`config.mk`:
```
export PLATFORM = sky130hd
export DESIGN_NAME = ps2_host_ctl_flat
export DESIGN_NICKNAME = d
export VERILOG_FILES = /design/src/rtl/ps2_host_ctl_if.sv /design/src/rtl/ps2_host_ctl.sv /design/src/flat_wrapper.sv
export SDC_FILE = /design/constraint.sdc
export NUM_CORES = 1
export LEC_CHECK = 0
export ABC_AREA = 1
export BUFFER_PORTS_ARGS = -buffer_cell sky130_fd_sc_hd__buf_2
export CAP_MARGIN = 20
export CORE_MARGIN = 1
export CORE_UTILIZATION = 45
export CTS_CLUSTER_SIZE = 12
export DETAILED_ROUTE_END_ITERATION = 6
export GPL_TIMING_DRIVEN = 0
export PLACE_DENSITY = 0.66
export REMOVE_ABC_BUFFERS = 1
export SETUP_SLACK_MARGIN = 0.5
export SYNTH_ARGS = -nofsm -noshare
export SYNTH_HDL_FRONTEND = slang
export SYNTH_SLANG_ARGS = --single-unit
```
`constraint.sdc`:
```
create_clock -name clk -period 1.5 [get_ports clk]
set_input_delay 0.075 -clock clk [delete_from_list [all_inputs] [get_ports clk]]
set_output_delay 0.075 -clock clk [all_outputs]
set_load 0.02 [all_outputs]
```
`src/rtl/ps2_host_ctl_if.sv`:
```
// Host-side request/status bus of the PS/2 host-to-device command sequencer.
// The master side issues CPU commands, LED updates and raw rx bytes; the slave
// side (the sequencer) returns acknowledges, transfer status and the rx inhibit.
interface ps2_host_ctl_if;
  logic       cpu_req;
  logic [7:0] cpu_cmd;
  logic       cpu_ack;
  logic       led_req;
  logic [2:0] led_val;
  logic       rx_valid;
  logic [7:0] rx_code;
  logic       rx_inhibit;
  logic       busy;
  logic       done;
  logic       err;
  logic [1:0] err_code;

  modport master (
    output cpu_req, cpu_cmd, led_req, led_val, rx_valid, rx_code,
    input  cpu_ack, rx_inhibit, busy, done, err, err_code
  );

  modport slave (
    input  cpu_req, cpu_cmd, led_req, led_val, rx_valid, rx_code,
    output cpu_ack, rx_inhibit, busy, done, err, err_code
  );
endinterface

```
`src/rtl/ps2_host_ctl.sv`:
```
// PS/2 host-to-device command sequencer.
// Arbitrates CPU single-byte commands against automatic keyboard-LED updates
// (0xED followed by the LED byte), then runs each byte end to end: clock
// inhibit, request-to-send, bit shifting on device clock falling edges, device
// ACK bit, and the 0xFA / 0xFE reply with bounded resends. The port pins are
// open drain: clk_oe / dat_oe = 1 pull the line low.
module ps2_host_ctl #(
  parameter int INHIBIT_CYC = 1600,
  parameter int TIMEOUT_CYC = 32000,
  parameter int MAX_RETRY   = 3
) (
  input  logic          clk,
  input  logic          rst,
  input  logic          ps2_clk_sync,
  input  logic          ps2_dat_sync,
  output logic          clk_oe,
  output logic          dat_oe,
  ps2_host_ctl_if.slave bus
);

  localparam int INH_W = (INHIBIT_CYC > 1) ? $clog2(INHIBIT_CYC) : 1;
  localparam int TO_W  = (TIMEOUT_CYC > 1) ? $clog2(TIMEOUT_CYC) : 1;
  localparam int RTY_W = $clog2(MAX_RETRY + 2);

  localparam logic [INH_W-1:0] INH_LOAD  = INH_W'(INHIBIT_CYC - 1);
  localparam logic [TO_W-1:0]  TO_LOAD   = TO_W'(TIMEOUT_CYC - 1);
  localparam logic [RTY_W-1:0] RETRY_LIM = RTY_W'(MAX_RETRY);

  localparam logic [7:0] CMD_SET_LED = 8'hED;
  localparam logic [7:0] RSP_ACK     = 8'hFA;
  localparam logic [7:0] RSP_RESEND  = 8'hFE;

  localparam logic [1:0] ERR_NONE    = 2'd0;
  localparam logic [1:0] ERR_TIMEOUT = 2'd1;
  localparam logic [1:0] ERR_RETRY   = 2'd2;
  localparam logic [1:0] ERR_PROTO   = 2'd3;

  typedef enum logic [2:0] {
    S_IDLE    = 3'd0,
    S_INHIBIT = 3'd1,
    S_RTS     = 3'd2,
    S_SHIFT   = 3'd3,
    S_WAITRSP = 3'd4
  } state_t;

  state_t           state_q;
  state_t           state_nxt;

  logic             clk_d;
  logic [3:0]       edge_cnt;
  logic             dat_bit;
  logic [INH_W-1:0] inh_cnt;
  logic [TO_W-1:0]  to_cnt;
  logic [RTY_W-1:0] retry;
  logic             led_pend;
  logic             nxt_pend;
  logic             cpu_ack_q;
  logic             done_q;
  logic             err_q;
  logic [1:0]       err_code_q;

  logic [7:0]       tx_byte;
  logic [7:0]       nxt_byte;

  logic             fall;
  logic [3:0]       edge_n;
  logic             led_go;
  logic [RTY_W-1:0] retry_inc;

  logic             accept_led;
  logic             accept_cpu;
  logic             load_next;
  logic             resend;
  logic             finish;
  logic             abort;
  logic [1:0]       abort_code;

  // Falling edge of the device clock: previous level high, current level low.
  assign fall      = clk_d & ~ps2_clk_sync;
  assign edge_n    = edge_cnt + 4'd1;
  // A pulse arriving this very cycle counts as pending so it wins arbitration.
  assign led_go    = led_pend | bus.led_req;
  assign retry_inc = retry + RTY_W'(1);

  // Next-state and transfer-event decode.
  always_comb begin
    state_nxt  = state_q;
    accept_led = 1'b0;
    accept_cpu = 1'b0;
    load_next  = 1'b0;
    resend     = 1'b0;
    finish     = 1'b0;
    abort      = 1'b0;
    abort_code = ERR_NONE;
    case (state_q)
      S_IDLE: begin
        if (led_go) begin
          accept_led = 1'b1;
          state_nxt  = S_INHIBIT;
        end else if (bus.cpu_req) begin
          accept_cpu = 1'b1;
          state_nxt  = S_INHIBIT;
        end
      end
      S_INHIBIT: begin
        if (inh_cnt == '0) state_nxt = S_RTS;
      end
      S_RTS: begin
        state_nxt = S_SHIFT;
      end
      S_SHIFT: begin
        if (fall) begin
          if (edge_n == 4'd11) begin
            // Edge 11 carries the device ACK bit, driven low by the device.
            if (ps2_dat_sync) begin
              abort      = 1'b1;
              abort_code = ERR_PROTO;
            end else begin
              state_nxt = S_WAITRSP;
            end
          end
        end else if (to_cnt == '0) begin
          abort      = 1'b1;
          abort_code = ERR_TIMEOUT;
        end
      end
      S_WAITRSP: begin
        if (bus.rx_valid) begin
          if (bus.rx_code == RSP_ACK) begin
            if (nxt_pend) begin
              load_next = 1'b1;
              state_nxt = S_INHIBIT;
            end else begin
              finish    = 1'b1;
              state_nxt = S_IDLE;
            end
          end else if (bus.rx_code == RSP_RESEND) begin
            if (retry_inc > RETRY_LIM) begin
              abort      = 1'b1;
              abort_code = ERR_RETRY;
            end else begin
              resend    = 1'b1;
              state_nxt = S_INHIBIT;
            end
          end else begin
            abort      = 1'b1;
            abort_code = ERR_PROTO;
          end
        end else if (to_cnt == '0) begin
          abort      = 1'b1;
          abort_code = ERR_TIMEOUT;
        end
      end
      default: begin
        state_nxt = S_IDLE;
      end
    endcase
    if (abort) state_nxt = S_IDLE;
  end

  // State register and all control counters, pulses and status flags.
  always_ff @(posedge clk or posedge rst) begin
    if (rst) begin
      state_q    <= S_IDLE;
      clk_d      <= 1'b1;
      edge_cnt   <= 4'd0;
      dat_bit    <= 1'b0;
      inh_cnt    <= '0;
      to_cnt     <= '0;
      retry      <= '0;
      led_pend   <= 1'b0;
      nxt_pend   <= 1'b0;
      cpu_ack_q  <= 1'b0;
      done_q     <= 1'b0;
      err_q      <= 1'b0;
      err_code_q <= ERR_NONE;
    end else begin
      state_q   <= state_nxt;
      clk_d     <= ps2_clk_sync;
      led_pend  <= led_go & ~accept_led;
      cpu_ack_q <= accept_cpu;
      done_q    <= finish;
      err_q     <= abort;

      if (accept_led || accept_cpu) err_code_q <= ERR_NONE;
      else if (abort)               err_code_q <= abort_code;

      // The LED byte is queued behind 0xED; a CPU command has no second byte.
      if (accept_led)                    nxt_pend <= 1'b1;
      else if (accept_cpu || load_next)  nxt_pend <= 1'b0;

      // Resend budget is per byte, so it restarts for the queued LED byte too.
      if (accept_led || accept_cpu || load_next) retry <= '0;
      else if (resend)                           retry <= retry_inc;

      if (accept_led || accept_cpu || load_next || resend) inh_cnt <= INH_LOAD;
      else if (state_q == S_INHIBIT && inh_cnt != '0)      inh_cnt <= inh_cnt - INH_W'(1);

      if (state_q == S_RTS) begin
        edge_cnt <= 4'd0;
        dat_bit  <= 1'b1;
      end else if (state_q == S_SHIFT && fall) begin
        edge_cnt <= edge_n;
        if (edge_n <= 4'd8)       dat_bit <= ~tx_byte[edge_cnt[2:0]];
        else if (edge_n == 4'd9)  dat_bit <= ^tx_byte;
        else                      dat_bit <= 1'b0;
      end

      // Reloaded on entry to SHIFT and on every falling edge; edge 11 is also
      // the entry to WAITRSP, so the reply window starts fresh.
      if (state_q == S_RTS || (state_q == S_SHIFT && fall)) to_cnt <= TO_LOAD;
      else if (to_cnt != '0)                                to_cnt <= to_cnt - TO_W'(1);
    end
  end

  // Byte holding registers; only meaningful after an accept, so no reset.
  always_ff @(posedge clk) begin
    if (accept_led) begin
      tx_byte  <= CMD_SET_LED;
      nxt_byte <= {5'b0, bus.led_val};
    end else if (accept_cpu) begin
      tx_byte  <= bus.cpu_cmd;
    end else if (load_next) begin
      tx_byte  <= nxt_byte;
    end
  end

  // Line drivers are decoded from state, so any exit to IDLE releases both.
  assign clk_oe         = (state_q == S_INHIBIT) || (state_q == S_RTS);
  assign dat_oe         = (state_q == S_RTS) || ((state_q == S_SHIFT) && dat_bit);
  assign bus.rx_inhibit = (state_q == S_INHIBIT) || (state_q == S_RTS) ||
                          (state_q == S_SHIFT);
  assign bus.busy       = (state_q == S_INHIBIT) || (state_q == S_RTS) ||
                          (state_q == S_SHIFT)   || (state_q == S_WAITRSP);
  assign bus.cpu_ack    = cpu_ack_q;
  assign bus.done       = done_q;
  assign bus.err        = err_q;
  assign bus.err_code   = err_code_q;

endmodule

```
`src/flat_wrapper.sv`:
```
// flat-port wrapper written by rule: the top's interface ports become plain ports
module ps2_host_ctl_flat 
#(
  parameter int INHIBIT_CYC = 1600,
  parameter int TIMEOUT_CYC = 32000,
  parameter int MAX_RETRY   = 3
)
  (clk, rst, ps2_clk_sync, ps2_dat_sync, clk_oe, dat_oe, bus_cpu_req, bus_cpu_cmd, bus_led_req, bus_led_val, bus_rx_valid, bus_rx_code, bus_cpu_ack, bus_rx_inhibit, bus_busy, bus_done, bus_err, bus_err_code);
  ps2_host_ctl_if bus_i ();
  input  logic clk;
  input  logic rst;
  input  logic ps2_clk_sync;
  input  logic ps2_dat_sync;
  output logic clk_oe;
  output logic dat_oe;
  input wire logic [$bits(bus_i.cpu_req)-1:0] bus_cpu_req;
  input wire logic [$bits(bus_i.cpu_cmd)-1:0] bus_cpu_cmd;
  input wire logic [$bits(bus_i.led_req)-1:0] bus_led_req;
  input wire logic [$bits(bus_i.led_val)-1:0] bus_led_val;
  input wire logic [$bits(bus_i.rx_valid)-1:0] bus_rx_valid;
  input wire logic [$bits(bus_i.rx_code)-1:0] bus_rx_code;
  output wire logic [$bits(bus_i.cpu_ack)-1:0] bus_cpu_ack;
  output wire logic [$bits(bus_i.rx_inhibit)-1:0] bus_rx_inhibit;
  output wire logic [$bits(bus_i.busy)-1:0] bus_busy;
  output wire logic [$bits(bus_i.done)-1:0] bus_done;
  output wire logic [$bits(bus_i.err)-1:0] bus_err;
  output wire logic [$bits(bus_i.err_code)-1:0] bus_err_code;
  assign bus_i.cpu_req = bus_cpu_req;
  assign bus_i.cpu_cmd = bus_cpu_cmd;
  assign bus_i.led_req = bus_led_req;
  assign bus_i.led_val = bus_led_val;
  assign bus_i.rx_valid = bus_rx_valid;
  assign bus_i.rx_code = bus_rx_code;
  assign bus_cpu_ack = bus_i.cpu_ack;
  assign bus_rx_inhibit = bus_i.rx_inhibit;
  assign bus_busy = bus_i.busy;
  assign bus_done = bus_i.done;
  assign bus_err = bus_i.err;
  assign bus_err_code = bus_i.err_code;
  ps2_host_ctl #(.INHIBIT_CYC(INHIBIT_CYC), .TIMEOUT_CYC(TIMEOUT_CYC), .MAX_RETRY(MAX_RETRY)) u_core (.clk(clk), .rst(rst), .ps2_clk_sync(ps2_clk_sync), .ps2_dat_sync(ps2_dat_sync), .clk_oe(clk_oe), .dat_oe(dat_oe), .bus(bus_i));
endmodule
```
==> results of run 1 <==
==> cell families (layout without fill, tap and decap cells) <==
kind of cell    count (synthesis)  after routing
flops                          56             56
buf+inv                        80            223
fa+ha+maj                       9              9
simple gates                  251            251
xor+xnor                       13             13
compound gates                 52             52
==> cell usage after synthesis <==
cell,count
nand2_1,113
inv_1,65
nor2_1,54
dfrtp_1,44
nand3_1,41
o21ai_0,21
a21oi_1,19
nand4_1,10
ha_1,9
dfxtp_1,8
nor3_1,7
xnor2_1,7
inv_2,6
nor2_4,6
xor2_1,6
inv_4,5
nor2_2,5
o21ai_1,5
edfxtp_1,3
nor2_8,3
nor4_1,3
a31oi_1,2
buf_6,2
nand2_2,2
nand3b_1,2
o21ai_2,2
a21oi_2,1
and3_1,1
buf_2,1
buf_4,1
dfstp_2,1
nand3_2,1
nand3_4,1
nand4_2,1
o31ai_2,1
o32ai_1,1
or2_2,1
==> worst paths after layout <==
kind | from | end | slack, ns
hold reg to reg | u_core.tx_byte[7] | u_core.tx_byte[7] | 0.49
setup / recovery | u_core.retry[0] | u_core.state_q[0] | -0.18
hold / removal | bus_led_req | u_core.led_pend | 0.03
setup reg to reg | u_core.retry[0] | u_core.state_q[0] | -0.18
min in group asynchronous | rst | u_core.to_cnt[3] | 0.32
max in group asynchronous | rst | u_core.state_q[2] | 0.66
==> critical path, stage by stage (launching register included) <==
cell,delay (ns)
dfrtp_1,0.41
inv_2,0.07
ha_4,0.26
inv_2,0.03
nand2_1,0.05
nand2_1,0.06
nor2_2,0.14
inv_1,0.07
nand3_2,0.08
nand2_2,0.07
nor2_4,0.18
nand2_1,0.09
nor2_1,0.11
==> layer usage <==
metal | share of wire (%) | vias to the layer above | GRT usage, %
li1 | - | 1760 | -
met1 | 39 | 1690 | 26.9
met2 | 54 | 79 | 46.4
met3 | 3.4 | 26 | 4.62
met4 | 3.0 | 0 | 9.52
met5 | 0 | - | 0
==> final cells by class <==
type | count | area, sq um | area share [%]
well taps | 99 | 124 | 2.35
multi-input cells | 325 | 2220 | 42.1
repair inverters | 2 | 12.5 | 0.238
repair buffers | 137 | 1120 | 21.3
flip-flops and latches | 56 | 1380 | 26.3
clock buffers | 7 | 76.3 | 1.45
clock inverters | 1 | 5.00 | 0.0951
inverters | 76 | 325 | 6.18
==> per-stage QoR <==
step	hold slack, ns	util, %	area (sq um)
after floorplan	0.0795	-	3370
after global placement	0.194	50.3	3670
after detailed placement	0.136	50.6	3690
after CTS	0.0310	67.4	4910
after global routing	0.0468	72.2	5260
final	0.0338	72.2	5260
==> power by group through the flow <==
stage	clock network (mW)	registers (mW)	logic, mW
CTS	0.857	2.25	4.13
global route	0.913	2.34	5.01
global placement	0	2.27	2.42
floorplan	0	2.22	1.93
finish	0.853	2.29	4.63
detailed placement	0	2.27	2.50
==> flip-flops by register name (all words and copies together), names as in the netlist <==
register,cells
u_core.bus.cpu_ack,1
u_core.bus.done,1
u_core.bus.err,1
u_core.bus.err_code,2
u_core.clk_d,1
u_core.dat_bit,1
u_core.edge_cnt,4
u_core.inh_cnt,11
u_core.led_pend,1
u_core.nxt_byte,3
u_core.nxt_pend,1
u_core.retry,3
u_core.state_q,3
u_core.to_cnt,15
u_core.tx_byte,8
==> what timing repair did <==
action / 4_1_cts / 5_1_grt
cloned: 2 / 0
setup buffers: 73 / 19
hold endpoints to repair: 29 / 0
hold buffers: 10 / 0
endpoints found under the setup margin: 58 / 59
pin swaps: 41 / 24
gates resized for setup: 145 / 60
==> key figures, run 1 <==
Logic synthesis
  • Simple-gate share of the synthesized area: 34.8%
  • Synth top area cells: dfrtp_1, nand2_1, inv_1
  • Distinct cell type count after synthesis: 37
  • Post-synthesis mux area share: 0%
  • Yosys top cell by area: dfrtp_1
  • Xor and xnor area share after synthesis: 3.34%
  • Mapped Cells: 461
  • Area share of fa/ha/maj cells after synthesis: 3.30%
  • Yosys reg bits: 56
  • Main combinational cell family by area after synthesis: simple AND/OR/NAND/NOR gates
  • Synth top area share: 32.3%
  • Syn Std Cell Area: 0.00341 sq mm
  • Sequential-to-total area share from yosys stat: 40.4%
  • Synth Area per Inst: 7.40 sq um
  • Post-synthesis compound-gate area fraction: 8.37%
  • Warning count from the yosys run: 0

Floorplan
  • # IOs: 35
  • Die H: 89.0 microns
  • # rows: 31
  • Core area: 0.00729 sq mm
  • Die Span X: 89.0 microns
  • Die Area: 0.00793 sq mm
  • Initial core utilization: 46.8%

STA
  • Max Fclk: 596 MHz
  • Total Negative Setup Slacks: -4.67 ns
  • RSZ-0062 raised after global routing: yes
  • Final period utilization: 112%
  • Final hold vios: 0
  • Setup Viol. Count Final: 49
  • Relative slew margins: 66.0%
  • Final worst slack: -0.179 ns
  • Clock skew: 0.0103 ns
  • Tightest Pin Transition: 0.509 ns
  • Period minus WS final: 1.68 ns
  • Max Transition Viols Final: 0

Route
  • Vias per cell: 5.06
  • Iteration-0 DRC count of the detailed router: 176
  • Wire length per cell: 14.3 microns
  • DRT Pass-1 Iters: 4
  • Drt total wl: 10100 microns
  • Final ANT Viol Nets: 0
  • DRC Markers: 0
  • Via count: 3555

Power and ir drop
  • Clk network pwr share: 11.0%
  • Share of power burned in registers: 29.5%
  • Peak VDD IR: 898 uV
  • Combinational Power Share: 59.6%
  • Switching share of power: 43.7%
  • Final Power: 7.77 mW
  • PwrDens: 1480 mW/mm^2
  • Leakage: 2.44 nW
  • NetSw: 3.40 mW
  • P_int: 4.37 mW

Finish
  • ANT cells: 0
  • Area Overhead vs Synth: 54.3%
  • Final non-filler cell total: 703
  • Filler cells: 545
  • Commonest non-fill, non-tap cell in the layout: nand2_1
  • Most frequent cells in the layout: nand2_1, buf_4, inv_1, dfrtp_1, nor2_1
  • Final nets: 638
  • Proportion of layout cells with a drive suffix above 1: 47.5%

Critical path
  • Critical-path maximum fanout: 5
  • Crit Path Class: reg2reg
  • Startpoint Class: register
  • Arrival time worst endpoint: 1.93 ns
  • Req. time, crit path: 1.75 ns
  • Reg2reg path depth: 12
  • Setup crit end kind: register

Clock network
  • Worst-path clk slew: 0.10 ns
  • Cts bufs inserted: 5
  • Clock sink count: 56
  • H-tree levels: 2
  • Clk_lat worst skew: 0.32 ns
  • Root Driver: clkbuf_8
  • CTS tree: yes
  • CTS Buffer Depth: 2

Place
  • Pre-CTS WS: -0.654 ns
  • Placer Congestion: 0.876
  • Post-DP HPWL: 5350 microns
  • Placed Cells: 591
  • Port bufs: 34

GRT
  • Gr ovfl total: 0
  • Total GRT Usage: 24.5%
  • Antenna violations before repair: 0
  • First-pass GRT wire length: 15000 microns
  • Largest net degree at the start of global routing: 25
  • Vias in the first global route: 3535

Status
  • Failing checks: negative setup slack
  • Status: complete, but fails checks

Hold path
  • Hold path cells: 3
  • Hold WC Path Type: in2reg

Run
  • Max Cap Violations: 0
Power figures use the tool's default switching activity.
==> run 2, diff against run 1 <==
PLACE_DENSITY = not set   (was 0.66)
clock period = 2.1 ns   (was 1.5 ns; I/O delays follow)
==> run 2 against run 1 <==
Against the previous run:
- the flow now finishes without violations
- power down 37%
- sequential share of layout area up 4.1 points
- hold slack better by 0.028 ns
- cell area down 13%
- cell count down 6.3%
- via count down 7.1%
- core utilization down 9.7 points
- critical path type unchanged
- largest cell class unchanged
- largest power group unchanged
==> key figures, run 2 (synthesis gave the netlist of run 1 again) <==
Status
  • Status: finished, final reports clean

Place
  • Placed Area: 0.00369 sq mm
  • Post-DP HPWL: 5630 microns
  • Port bufs: 34
  • Pre-CTS WS: -0.0888 ns
  • Placer Congestion: 0.861

STA
  • Max Transition Viols Final: 0
  • RSZ-0062 raised after global routing: yes
  • Clock skew: 0.00438 ns
  • Relative slew margins: 67.4%
  • Tightest Pin Transition: 0.488 ns
  • Max Fclk: 593 MHz
  • Period minus WS final: 1.69 ns
  • Final worst slack: 0.414 ns
  • Setup Viol. Count Final: 0
  • Final hold vios: 0
  • Final period utilization: 80.3%

Clock network
  • CTS tree: yes
  • Cts bufs inserted: 5
  • Clock sink count: 56
  • H-tree levels: 2
  • Root Driver: clkbuf_8
  • Clk_lat worst skew: 0.31 ns
  • Worst-path clk slew: 0.10 ns
  • CTS Buffer Depth: 2

Power and ir drop
  • PwrDens: 1080 mW/mm^2
  • Peak VDD IR: 583 uV
  • Final Power: 4.91 mW
  • Leakage: 2.18 nW

Finish
  • Proportion of layout cells with a drive suffix above 1: 33.8%
  • Reg area: 0.00139 sq mm
  • Area of the multi-input gates: 0.00194 sq mm
  • Fin area: 0.00456 sq mm
  • Most frequent cells in the layout: nand2_1, inv_1, buf_4, nor2_1, dfrtp_1
  • Filler cells: 681
  • Max FFs per register: 15
  • Largest reg by FF count: u_core.to_cnt
  • Final nets: 594
  • Commonest non-fill, non-tap cell in the layout: nand2_1
  • Biggest regs: u_core.to_cnt x15, u_core.inh_cnt x11, u_core.tx_byte x8
  • ANT cells: 0
  • Area Overhead vs Synth: 33.7%

Critical path
  • Req. time, crit path: 2.36 ns
  • Setup crit end kind: register
  • Arrival time worst endpoint: 1.94 ns
  • Startpoint Class: register
  • Crit Path Class: reg2reg
  • Critical-path maximum fanout: 7

Route
  • DRT met1 WL: 3660 microns
  • Iteration-0 DRC count of the detailed router: 141
  • Met2 Wirelength: 4490 microns
  • Final ANT Viol Nets: 0
  • DRC Markers: 0
  • DRT Pass-1 Iters: 4
  • Via count: 3304
  • Wire length per cell: 13.0 microns
  • Met3 Routed Length: 311 microns
  • Drt total wl: 8580 microns
  • Max Used Layer: met4
  • Vias per cell: 5.01

Floorplan
  • Die H: 89.0 microns
  • Die Span X: 89.0 microns
  • Core area: 0.00729 sq mm
  • # IOs: 35
  • Initial core utilization: 46.8%
  • Die Area: 0.00793 sq mm
  • # rows: 31

GRT
  • Vias in the first global route: 3066
  • Largest net degree at the start of global routing: 25
  • Gr ovfl total: 0
  • Antenna violations before repair: 0
  • First-pass GRT wire length: 13600 microns
  • Total GRT Usage: 21.9%

Hold path
  • Hold WC Path Type: in2reg

Run
  • Max Cap Violations: 0
[run 2: cell types whose count changed in the layout (fill, tap and decap cells not counted), sizes merged]
cell	before	now
inv	77	76
bufinv	0	1
buf	127	83
[run 2: cell type report]
cell class | count | area share [%]
well taps | 99 | 2.72
repair buffers | 93 | 14.6
clock buffers | 7 | 2.11
clock inverters | 1 | 0.659
inverters | 76 | 6.75
flip-flops and latches | 56 | 30.4
multi-input cells | 325 | 42.5
repair inverters | 2 | 0.247
[run 2: per-layer routing]
layer	vias up	global-route usage (%)
met5	-	0
met2	73	39.9
met4	0	6.20
met1	1559	26.5
met3	12	4.16
li1	1660	-
[run 2: critical path, stage by stage (launching register included)]
cell and delay (ns):
dfrtp_2 0.47, inv_2 0.10, nand2_4 0.06, buf_4 0.14, nor2_4 0.12, inv_4 0.07, nor2_8 0.19, nor2_8 0.07
nand3_4 0.16, clkinv_2 0.14, nand3_1 0.10
[run 2: per-stage QoR]
step | hold WS (ns) | std cells | setup TNS, ns | util, %
global placement | 0.222 | 590 | -0.151 | 50.3
finish | 0.0620 | 659 | 0 | 62.5
floorplan | 0.109 | 457 | 0 | -
global route | 0.0936 | 659 | 0 | 62.5
CTS | 0.0593 | 624 | 0 | 56.7
detailed placement | 0.164 | 591 | -0.243 | 50.6
[run 2: final timing paths]
kind | startpoint | endpoint | slack [ns] | depth (start not counted)
max in group asynchronous | rst | u_core.clk_d | 1.18 | 4
hold reg to reg | u_core.tx_byte[7] | u_core.tx_byte[7] | 0.49 | 2
min in group asynchronous | rst | u_core.to_cnt[8] | 0.35 | 3
setup / recovery | u_core.state_q[0] | u_core.inh_cnt[5] | 0.41 | 10
setup reg to reg | u_core.state_q[0] | u_core.inh_cnt[5] | 0.41 | 10
hold / removal | bus_led_req | u_core.led_pend | 0.06 | 3
[run 2: report_power, final]
group / leakage (nW) / internal (mW) / switching (mW)
Sequential: 0.596 / 1.36 / 0.272
Clock: 0.0645 / 0.422 / 0.368
Combinational: 1.51 / 1.07 / 1.42
[run 2: repair_timing]
action                                  CTS  global route
gates cloned                              0             2
setup buffers                            15            33
hold endpoints to repair                 30             0
hold buffers                             10             0
endpoints found under the setup margin   37            47
pin swaps                                12            21
resized for setup                        32            51
